## config.mk

```make
export PLATFORM = sky130hd
export DESIGN_NAME = simon_core_n
export DESIGN_NICKNAME = d
export VERILOG_FILES = /design/src/rtl/simon_core_n.sv
export SDC_FILE = /design/constraint.sdc
export NUM_CORES = 1
export LEC_CHECK = 0
export CORE_UTILIZATION = 30
export CTS_BUF_LIST = sky130_fd_sc_hd__clkbuf_16
export DETAILED_ROUTE_END_ITERATION = 7
export HOLD_SLACK_MARGIN = 0.03
export PLACE_DENSITY = 0.5
export SKIP_LAST_GASP = 1
export SLEW_MARGIN = 10
export SYNTH_ARGS = -nofsm -noshare
export SYNTH_HDL_FRONTEND = slang
export SYNTH_SLANG_ARGS = --single-unit
```

## constraint.sdc

```tcl
create_clock -name clk -period 4.96 [get_ports clk]
set_clock_uncertainty 0.15 [all_clocks]
set_input_delay 1.24 -clock clk [delete_from_list [all_inputs] [get_ports clk]]
set_output_delay 1.24 -clock clk [all_outputs]
set_load 0.02 [all_outputs]
```

## src/rtl/simon_core_n.sv

```systemverilog
// Simon game controller. It stores a growing sequence of switch patterns,
// plays them back, and checks the player's repeat of them. It ends in a
// review loop on a miss (DONE) or once the sequence memory is full (WIN).
module simon_core_n #(
   parameter int WIDTH = 4,
   parameter int DEPTH = 64,
   localparam int LW = $clog2(DEPTH + 1)
) (
   input  logic             clk,
   input  logic             rst_n,
   input  logic             step,
   input  logic             level,
   input  logic [WIDTH-1:0] pattern,
   output logic [WIDTH-1:0] pattern_leds,
   output logic [2:0]       mode_leds,
   output logic [LW-1:0]    score
);

   localparam int AW = (DEPTH > 1) ? $clog2(DEPTH) : 1;
   localparam logic [LW-1:0] ONE   = LW'(1);
   localparam logic [LW-1:0] ZERO  = '0;
   localparam logic [LW-1:0] FULL  = LW'(DEPTH);

   typedef enum logic [2:0] {
      INPUT    = 3'd0,
      PLAYBACK = 3'd1,
      REPEAT   = 3'd2,
      DONE     = 3'd3,
      WIN      = 3'd4
   } mode_t;

   mode_t           mode;
   logic [LW-1:0]   len;
   logic [LW-1:0]   idx;
   logic [WIDTH-1:0] mem [0:DEPTH-1];

   logic [AW-1:0]    rd_addr;
   logic [AW-1:0]    wr_addr;
   logic [WIDTH-1:0] mem_rd;
   logic             at_last;
   logic             pattern_ok;
   logic             commit;

   assign rd_addr    = idx[AW-1:0];
   assign wr_addr    = len[AW-1:0];
   assign mem_rd     = mem[rd_addr];
   assign at_last    = (idx == len - ONE);
   assign pattern_ok = !level || $onehot(pattern);
   assign commit     = step && (mode == INPUT) && pattern_ok;

   // The memory is not reset; only entries below len are ever read.
   always_ff @(posedge clk) begin
      if (commit)
         mem[wr_addr] <= pattern;
   end

   always_ff @(posedge clk or negedge rst_n) begin
      if (!rst_n) begin
         mode <= INPUT;
         len  <= ZERO;
         idx  <= ZERO;
      end else if (step) begin
         case (mode)
            INPUT: begin
               if (pattern_ok) begin
                  len  <= len + ONE;
                  idx  <= ZERO;
                  mode <= PLAYBACK;
               end
            end
            PLAYBACK: begin
               if (at_last) begin
                  idx  <= ZERO;
                  mode <= REPEAT;
               end else begin
                  idx <= idx + ONE;
               end
            end
            REPEAT: begin
               if (pattern != mem_rd) begin
                  idx  <= ZERO;
                  mode <= DONE;
               end else if (!at_last) begin
                  idx <= idx + ONE;
               end else begin
                  idx  <= ZERO;
                  mode <= (len == FULL) ? WIN : INPUT;
               end
            end
            DONE, WIN: begin
               idx <= at_last ? ZERO : idx + ONE;
            end
            default: begin
               mode <= INPUT;
               idx  <= ZERO;
            end
         endcase
      end
   end

   always_comb begin
      mode_leds    = 3'b001;
      pattern_leds = pattern;
      case (mode)
         INPUT:    mode_leds = 3'b001;
         PLAYBACK: begin
            mode_leds    = 3'b010;
            pattern_leds = mem_rd;
         end
         REPEAT:   mode_leds = 3'b100;
         DONE: begin
            mode_leds    = 3'b111;
            pattern_leds = mem_rd;
         end
         WIN: begin
            mode_leds    = 3'b101;
            pattern_leds = mem_rd;
         end
         default:  mode_leds = 3'b001;
      endcase
   end

   assign score = len;

endmodule
```

==> Yosys cells after proc, flatten, opt, wreduce, memory -nomap -nowiden <==
Memory sizes are Yosys's and may differ from the RTL's.
Cells that the tools add are included.
{ "word_totals": {"ff_bits": 17, "in_bits": 8, "elab_cells": 46, "ram_bits": 256, "out_inout_bits": 14, "memories": 1} }
{ "classes": {"n_bitwise": 1, "muxes": 14, "n_reduce_logical": 10, "eq_ne": 11, "n_addsub": 6} }
{ "mem_list": {"columns": ["name", "depth", "width", "read_ports", "rd_clocked_by_memory_dff", "write_ports", "line", "text"], "rows": [
  ["mem", 64, 4, 1, 0, 1, "35", "logic [WIDTH-1:0] mem [0:DEPTH-1];"]
]} }
{ "op_table": {"columns": ["operator", "count"], "rows": [
  ["case mux 3 bit (4 select lines)", 2],
  ["2-to-1 mux 7 bit", 3],
  ["case mux 7 bit (3 select lines)", 1],
  ["2-to-1 mux 3 bit", 5],
  ["adder 7 x 1 -> 7 bit (second input constant)", 2],
  ["equality test 7 bit", 1],
  ["equality test 7 bit (second input constant)", 1],
  ["subtractor 7 x 1 -> 7 bit (second input constant)", 1],
  ["equality test 3 x 1 -> 1 bit (second input constant)", 2],
  ["equality test 3 x 2 -> 1 bit (second input constant)", 2],
  ["AND reduction 5 bit", 1],
  ["adder 1 x 1 -> 2 bit", 2],
  ["2-to-1 mux 4 bit", 1],
  ["inequality test 2 bit (second input constant)", 2],
  ["inequality test 4 bit", 1],
  ["adder 2 x 2 -> 3 bit", 1],
  ["equality test 3 bit (second input constant)", 1],
  ["zero test 3 bit", 1],
  ["inequality test 3 bit (second input constant)", 1],
  ["AND reduction 3 bit", 1],
  ["OR reduction 3 bit", 1],
  ["logical AND 1 bit", 2],
  ["2-to-1 mux 1 bit", 2],
  ["AND reduction 2 bit", 1],
  ["4 further kinds", 4]
]} }

==> Depth between registers and ports, before layout <==
{ "logic_depth": {"word_depth": 7, "mapped_depth": 13, "mapped_depth_nobuf": 12} }

==> Worst setup path before layout <==
No wires, ideal clock.
{ "synth_timing": {"path_type": "in2reg", "start": "input port pattern[0]", "end": "memory mem[63][0] (enable)", "path_slack_ps": 834, "cell_stages": 12, "required_ps": 4480, "arrival_ps": 3645, "path_cell_list": "inv_1 -> fa_1 -> inv_1 -> ha_1 -> ha_1 -> nor2_1 -> nand2_1 -> a21oi_1 -> and2_1 -> clkbuf_1 -> nand3_1 -> nor2_1"} }
{ "synth_between": {"elab_chain_len": 7} }
{ "synth_lines": {"columns": ["item", "line", "text"], "rows": [
  ["from (decl)", "13", "input logic [WIDTH-1:0] pattern,"],
  ["adder 1 x 1 -> 2 bit (not written as such)", "48", "assign pattern_ok = !level || $onehot(pattern);"],
  ["adder 2 x 2 -> 3 bit (not written as such)", "48", null],
  ["equality test 3 x 1 -> 1 bit", "48", null],
  ["logical OR 1 bit", "48", null],
  ["logical AND 1 bit", "49", "assign commit = step && (mode == INPUT) && pattern_ok;"],
  ["2-to-1 mux 1 bit", "53", "if (commit)"],
  ["2-to-1 mux 1 bit (not written as such)", "54", "mem[wr_addr] <= pattern;"],
  ["to (decl)", "35", null]
]} }
No other way between the ends.

==> Worst setup path after layout <==
{ "layout_timing": {"start": "register idx[2]", "end": "output port pattern_leds[1]"} }
{ "layout_between": {"elab_chain_len": 2} }
{ "layout_lines": {"columns": ["item", "line", "text"], "rows": [
  ["from (decl)", "34", "logic [LW-1:0] idx;"],
  ["from (signal assigned)", "76", "idx <= idx + ONE;"],
  ["from (signal assigned)", "84", "idx <= idx + ONE;"],
  ["from (signal assigned)", "91", "idx <= at_last ? ZERO : idx + ONE;"],
  ["memory read (64 x 4 bit)", null, null],
  ["2-to-1 mux 4 bit", "104", "case (mode)"],
  ["to (decl)", "14", "output logic [WIDTH-1:0] pattern_leds,"]
]} }
No other way between the ends.

==> results.toml <==
[critical_path]
critPathSlowestCell = "clkdlybuf4s50_1"
startpoint_type = "flop"
cp_top_family = "buffers and inverters"
launch_instance_of_the_worst_register_to_register_path = "idx[1]$_DFFE_PN0P_"
timing.reg2reg.worst_path_depth = 11
setup.reg_to_reg.worst_slack_ns = 1.27
worstPathBufferInverterCount = 3
timing.critical_path.slowest_cell_delay_ns = 0.60
critical_path.startpoint = "idx[2]$_DFFE_PN0P_"
critical_path.reg2reg.endpoint = "idx[2]$_DFFE_PN0P_"
crit_path_max_fanout = 12
critPathCaptureType = "output port"
worst-setup-path-type = "flop to output port"
timing.critical_path.cells = "buf_6, buf_4, and2_1, a22o_1, o21ai_0, o2111ai_2, o41ai_4, mux2_2, clkdlybuf4s50_1"
cp_data_required_time_ns = 3.57
arrival_ns = 3.51

[logic_synthesis]
gate_count_after_technology_mapping = 703
post-synth-top-count-cell = "edfxtp_1"
yosys.area.top_type = "edfxtp_1"
average_cell_area_after_synthesis_sq_um = 16.61
ys_seq_area_share_pct = 69.47
yosys.cell_types.count = 61
synth.top_cells.by_count = "edfxtp_1 (256), nor2_1 (83), mux4_2 (41), mux2i_1 (38), nand2_1 (32)"
synth_area_sq_um = 11680
synth_ff_type = "edfxtp_1"
ys_ff_latch = 273
post_synth_edffs = 256
yosysWarningCount = 0
synthArstFlopShare_pct = 6.227
netlist_top_cells_area = "edfxtp_1 (66%), mux4_2 (7.9%), dfrtp_1 (3.6%), mux2i_1 (3.3%), nor2_1 (2.7%)"
area_share_of_the_largest_cell_type_after_synthesis_pct = 65.82
total_nets_after_synthesis = 717

[layout]
post-route-cell-area_sq_um = 13670
fin_nets = 768
post_route_cells_drive_above_1_share_pct = 20.16
n_antenna_cell = 0
areaGrowthSynthToFinish_pct = 17.08

[global_route]
global_route.overflow_total = 0
track_usage_pct = 16.05
antenna_found_initial = 0
grt_pass1_vias = 6582
grt_max_degree = 67
first_pass_grt_wire_length_um = 45690

[pwr]
power.share.sequential_pct = 38.4
power.clock.fraction_pct = 33.0
cellPowerDensity_nw_per_um2 = 507.7
cellLeakagePower_nw = 4.542
power_switching_share_pct = 30.75
internal-power_mw = 4.808
post-layout-total-power_mw = 6.942
net-switching-power_mw = 2.135
largest_vdd_supply_drop_uv = 298.4
p_comb_share_pct = 28.6

[timing]
slew_headroom_pct = 37.18
hold_viol_final = 0
grt_setup_unrepaired = "yes"
period_needed_ns = 4.897
report.final.setup_viol = 0
final-max-slew-violation-count = 0
max_freq_ghz = 0.2042
period_utilisation_layout_pct = 98.73
worst_pin_slew_ns = 0.9394

[placement]
port_buffers = 21
placed_instance_area_sq_um = 12590
place.detailed.hpwl_um = 20860
gpl.final_weighted_congestion = 0.8516

[die]
num_rows = 71
design.die.area_sq_um = 39720
initial_utilization_pct = 30.72
coreArea_sq_um = 38020
io_pins = 22
die-width_um = 199.3
die_h_um = 199.3

[clock_tree]
clk_root_buffer_cell = "clkbuf_16"
clkTransAtPathRegs_ns = 0.06
cts_tree = "done"
cts_sinks = 273
htree_num_levels = 1
clock_latency_ns = 0.57
bufs_on_longest_clock_path = 3
cts_made_buffers = 29

[drt]
drt-pass1-iter-count = 5
drt.antenna.violating_nets = 0
vias = 6535
detail_route.wirelength_um = 31000
drc = 0
drt_iter0_markers = 546
drt-wirelength-per-cell_um = 24.12
vias_per_cell = 5.086

[worst_hold_path]
hp-start = "score[6]$_DFFE_PN0P_"
hold_path.class = "flop to flop"
min_delay_path_depth = 1
hold-path-endpoint = "score[6]$_DFFE_PN0P_"

[outcome]
status = "completed"

[run]
max-cap-violations = 0
how the worst max path moves through the flow:
stage | to | cells after the start
2_1_floorplan | mem[63][0]$_DFFE_PP_ | 12
3_3_place_gp | pattern_leds[1] | 7
3_5_place_dp | pattern_leds[1] | 7
4_1_cts | pattern_leds[1] | 7
5_1_grt | pattern_leds[1] | 9
6_report | pattern_leds[1] | 9
per-stage QoR:
step / util, % / worst slack (ns) / setup TNS, ns / hold WS (ns) / std cells
after floorplan: - / 0.8345 / 0 / 0.3810 / 703
after global placement: 33.11 / 0.1953 / 0 / 0.3996 / 1232
after detailed placement: 33.11 / 0.2410 / 0 / 0.3976 / 1232
after CTS: 35.81 / -0.03144 / -0.03144 / 0.4076 / 1284
after global routing: 35.96 / -0.01184 / -0.01184 / 0.4504 / 1285
final: 35.96 / 0.06280 / 0 / 0.4055 / 1285
cells by family after synthesis:
kind of cell / count (synthesis) / synth area share, %
AO/OA/AOI/OAI: 74 / 4.629
flip-flops: 273 / 69.47
buffers and inverters: 54 / 2.518
AND/OR/NAND/NOR: 180 / 7.221
adder cells (fa/ha/maj): 6 / 0.7071
XOR/XNOR: 20 / 1.628
multiplexers: 96 / 13.83
registers in the layout (all words and copies together), names as in the netlist:
register	cells
mode	3
mem	256
score	7
idx	7
what timing repair did:
item | CTS | global route
resized for setup | 7 | 9
gates cloned | 0 | 0
buffers inserted | 1 | 1
setup endpoints to repair | 4 | 2
hold buffers | 0 | 0
cell type report:
cell class	count	area, sq um
clock inverter	22	275.3
sequential	273	8123
fill	3638	24350
multi-input combinational	376	3336
clock buffer	29	725.7
inverter	14	52.55
timing repair buffer	60	521.8
tap	511	639.4
power groups by stage:
stage / combinational [mW] / clock [mW] / sequential (mW)
floorplan: 1.33 / 0 / 2.61
CTS: 1.91 / 2.33 / 2.67
global placement: 1.88 / 0 / 2.73
finish: 1.98 / 2.29 / 2.67
detailed placement: 1.88 / 0 / 2.73
global route: 2.09 / 2.42 / 2.67
layer usage:
metal | up-vias | wire, um | GRT usage (%)
li1 | 2850 | - | -
met1 | 3442 | 14490 | 23.26
met2 | 201 | 14150 | 24.62
met3 | 42 | 1664 | 3.105
met4 | 0 | 695 | 3.932
met5 | - | 0 | 0
placed cells by master (no fill, tap or decap), types with 4 or more instances in the layout:
cell | synthesis | final
nand3_1 | 17 | 17
xnor2_1 | 11 | 11
nor2_1 | 83 | 83
buf_4 | 11 | 35
buf_2 | 7 | 4
ha_1 | 5 | 5
a22o_1 | 4 | 4
or3_1 | 4 | 4
bufinv_16 | 0 | 6
inv_1 | 14 | 18
clkdlybuf4s50_1 | 0 | 15
a22oi_1 | 12 | 12
nand2b_1 | 8 | 8
a21oi_1 | 14 | 12
nand2_1 | 32 | 32
dfrtp_1 | 17 | 13
edfxtp_1 | 256 | 256
mux4_1 | 8 | 8
clkbuf_16 | 0 | 29
xor2_1 | 7 | 7
mux4_2 | 41 | 41
clkinv_1 | 0 | 5
o31ai_1 | 5 | 5
mux2_2 | 9 | 9
mux2i_1 | 38 | 35
nor2b_1 | 15 | 15
o21ai_0 | 8 | 8
(Power assumes the default switching activity.)
==> RTL edit: new RTL, config.mk and constraints unchanged <==
Reset style: synchronous (`rst_n`), changed in one clocked block.
--- a/src/rtl/simon_core_n.sv
+++ b/src/rtl/simon_core_n.sv
@@ -54,7 +54,7 @@
          mem[wr_addr] <= pattern;
    end
 
-   always_ff @(posedge clk or negedge rst_n) begin
+   always_ff @(posedge clk) begin
       if (!rst_n) begin
          mode <= INPUT;
          len  <= ZERO;
Behaviour: differs if rst_n is asserted again (counterexample within 4 cycles, from zero or initial values and one cycle with rst_n low); with rst_n held inactive, the same outputs for 4 cycles.
==> RTL edit against the unedited design <==
- sequential share of layout area shrank 1.2 points
- setup slack got worse by 0.017 ns
- wire length down 0.18%
- design area rose by 2.6%
- sequential cell count is 6 higher
- area after synthesis is 3.2% higher
- critical path type unchanged
- critical endpoint is now pattern_leds[3]
- highest routed layer unchanged
Power is not compared: it rests on default switching activity, and its combinational part moved more than twofold at a synthesized area within 25%.
==> RTL edit: results (changes against the unedited design) <==
* Crit path capture: pattern_leds[3]
* Register cell area after layout at 8160 µm² (+0.45%)
* GPL Wtd Cong at 0.818 (-3.9%)
* Crit Path Category: flop to output pin
* Clk cell area share at 0.0758 (+0.00263)
* Post-synthesis sequential area ratio at 0.676 (-0.0189)
* Outcome: complete, no violations
* Top cells by area, synth: edfxtp_1 64%, mux4_2 6.0%, mux2i_1 4.7%, dfxtp_1 3.8%, nor2_1 2.7%
* WL met3 at 1640 µm (-1.4%)
* Synth Instances at 766 (+9.0%)
* Pleak at approximately 4.3 nW
* Clock buf count at 31 (+6.9%)
* Hold Path Sink: idx[6]
* Placed cells at 1298 (+5.4%)
* Clock H-tree levels at 1 (unchanged)
* FF-to-FF setup slack at 1.23 ns (-0.04 ns)
* R2r worst-path depth at 10 (-1)
* Largest net degree at the start of global routing at 69 (+3.0%)
* Fillers at 3827 (+5.2%)
* Met3 GRT Util at 0.0217 (-0.00939)
* Vias in the first global route at 6741 (+2.4%)
* Nonclk inv count at 12 (-2)
* DRT iter0 DRCs at 707 (+29%)
* Signal buf overhead at 0.0378 (-0.000329)
* Max FFs per register at 256 (unchanged)
* Maximum fanout along the worst path at 13 (+1)
* Synthesized Nets at 780 (+8.8%)
* Non-clk bufs at 58 (-3.3%)
* Clock Latency Late Sink at 0.57 ns (about the same)
* Netlist cell types at 76 (+25%)
* DP Wirelength at 19900 µm (-4.5%)
* Fin cells at 1363 (+6.1%)
* Asr flop ratio synth at 0 (-0.0623)
* Global-route wire length before repair at 45900 µm (+0.53%)
* Met1 usage at 0.221 (-0.0119)
* Fraction of area in multi-input gates at 0.254 (+0.0105)
* Vias per cell at 4.92 (-3.2%)
* GRT met2 Usage at 0.242 (-0.00466)
* Wl on met1 at 14300 µm (-1.1%)
* Synth top cells by count: 256 x edfxtp_1, 87 x nor2_1, 57 x mux2i_1
* Data arrival, critical path at 3.52 ns (about the same)
* Hold slack at 0.422 ns (+0.0168 ns)
* Tot GR Track Use at 0.152 (-0.00816)
* Multi-input gates at 431 (+15%)
* Hold path start: idx[6]
* Layout cell share with drive strength beyond 1 at 0.193 (-0.00823)
* Worst-Margin Slew at 0.812 ns (-0.128 ns)
* Port bufs at 21 (unchanged)
* Final wirelength at 30900 µm (-0.18%)
* Yosys reg bits at 279 (+2.2%)
* P_sw at 0.00110 W
* # diodes at 0 (unchanged)
* Met2 WL at 14500 µm (+2.4%)
* Nets@finish at 827 (+7.7%)
## RTL edit: critical path, cell delays in order (launching register included)
cell and delay, ns:
dfxtp_4 0.43, buf_4 0.24, nor2_2 0.65, a22oi_1 0.14, and3_1 0.25, o21ai_0 0.19, nand2_1 0.06, o21ai_0 0.33
clkdlybuf4s50_1 0.68
## RTL edit: repair_timing
item,CTS,global route
buffers inserted,1,6
endpoints found under the setup margin,4,4
pin swaps,0,0
resized for setup,2,1
## RTL edit: kinds of logic after synthesis
group           share of synthesized area
compound gates                     0.0610
buf+inv                            0.0282
flops                               0.676
fa+ha+maj                         0.00685
xor+xnor                           0.0138
simple gates                       0.0826
mux                                 0.132
## RTL edit: metrics by stage
step | setup WS, ns | instance area (µm²)
finish | 0.0463 | 14000
global route | -0.119 | 14000
CTS | 0.000687 | 14000
detailed placement | 0.359 | 12900
global placement | 0.339 | 12900
floorplan | 0.717 | 12100
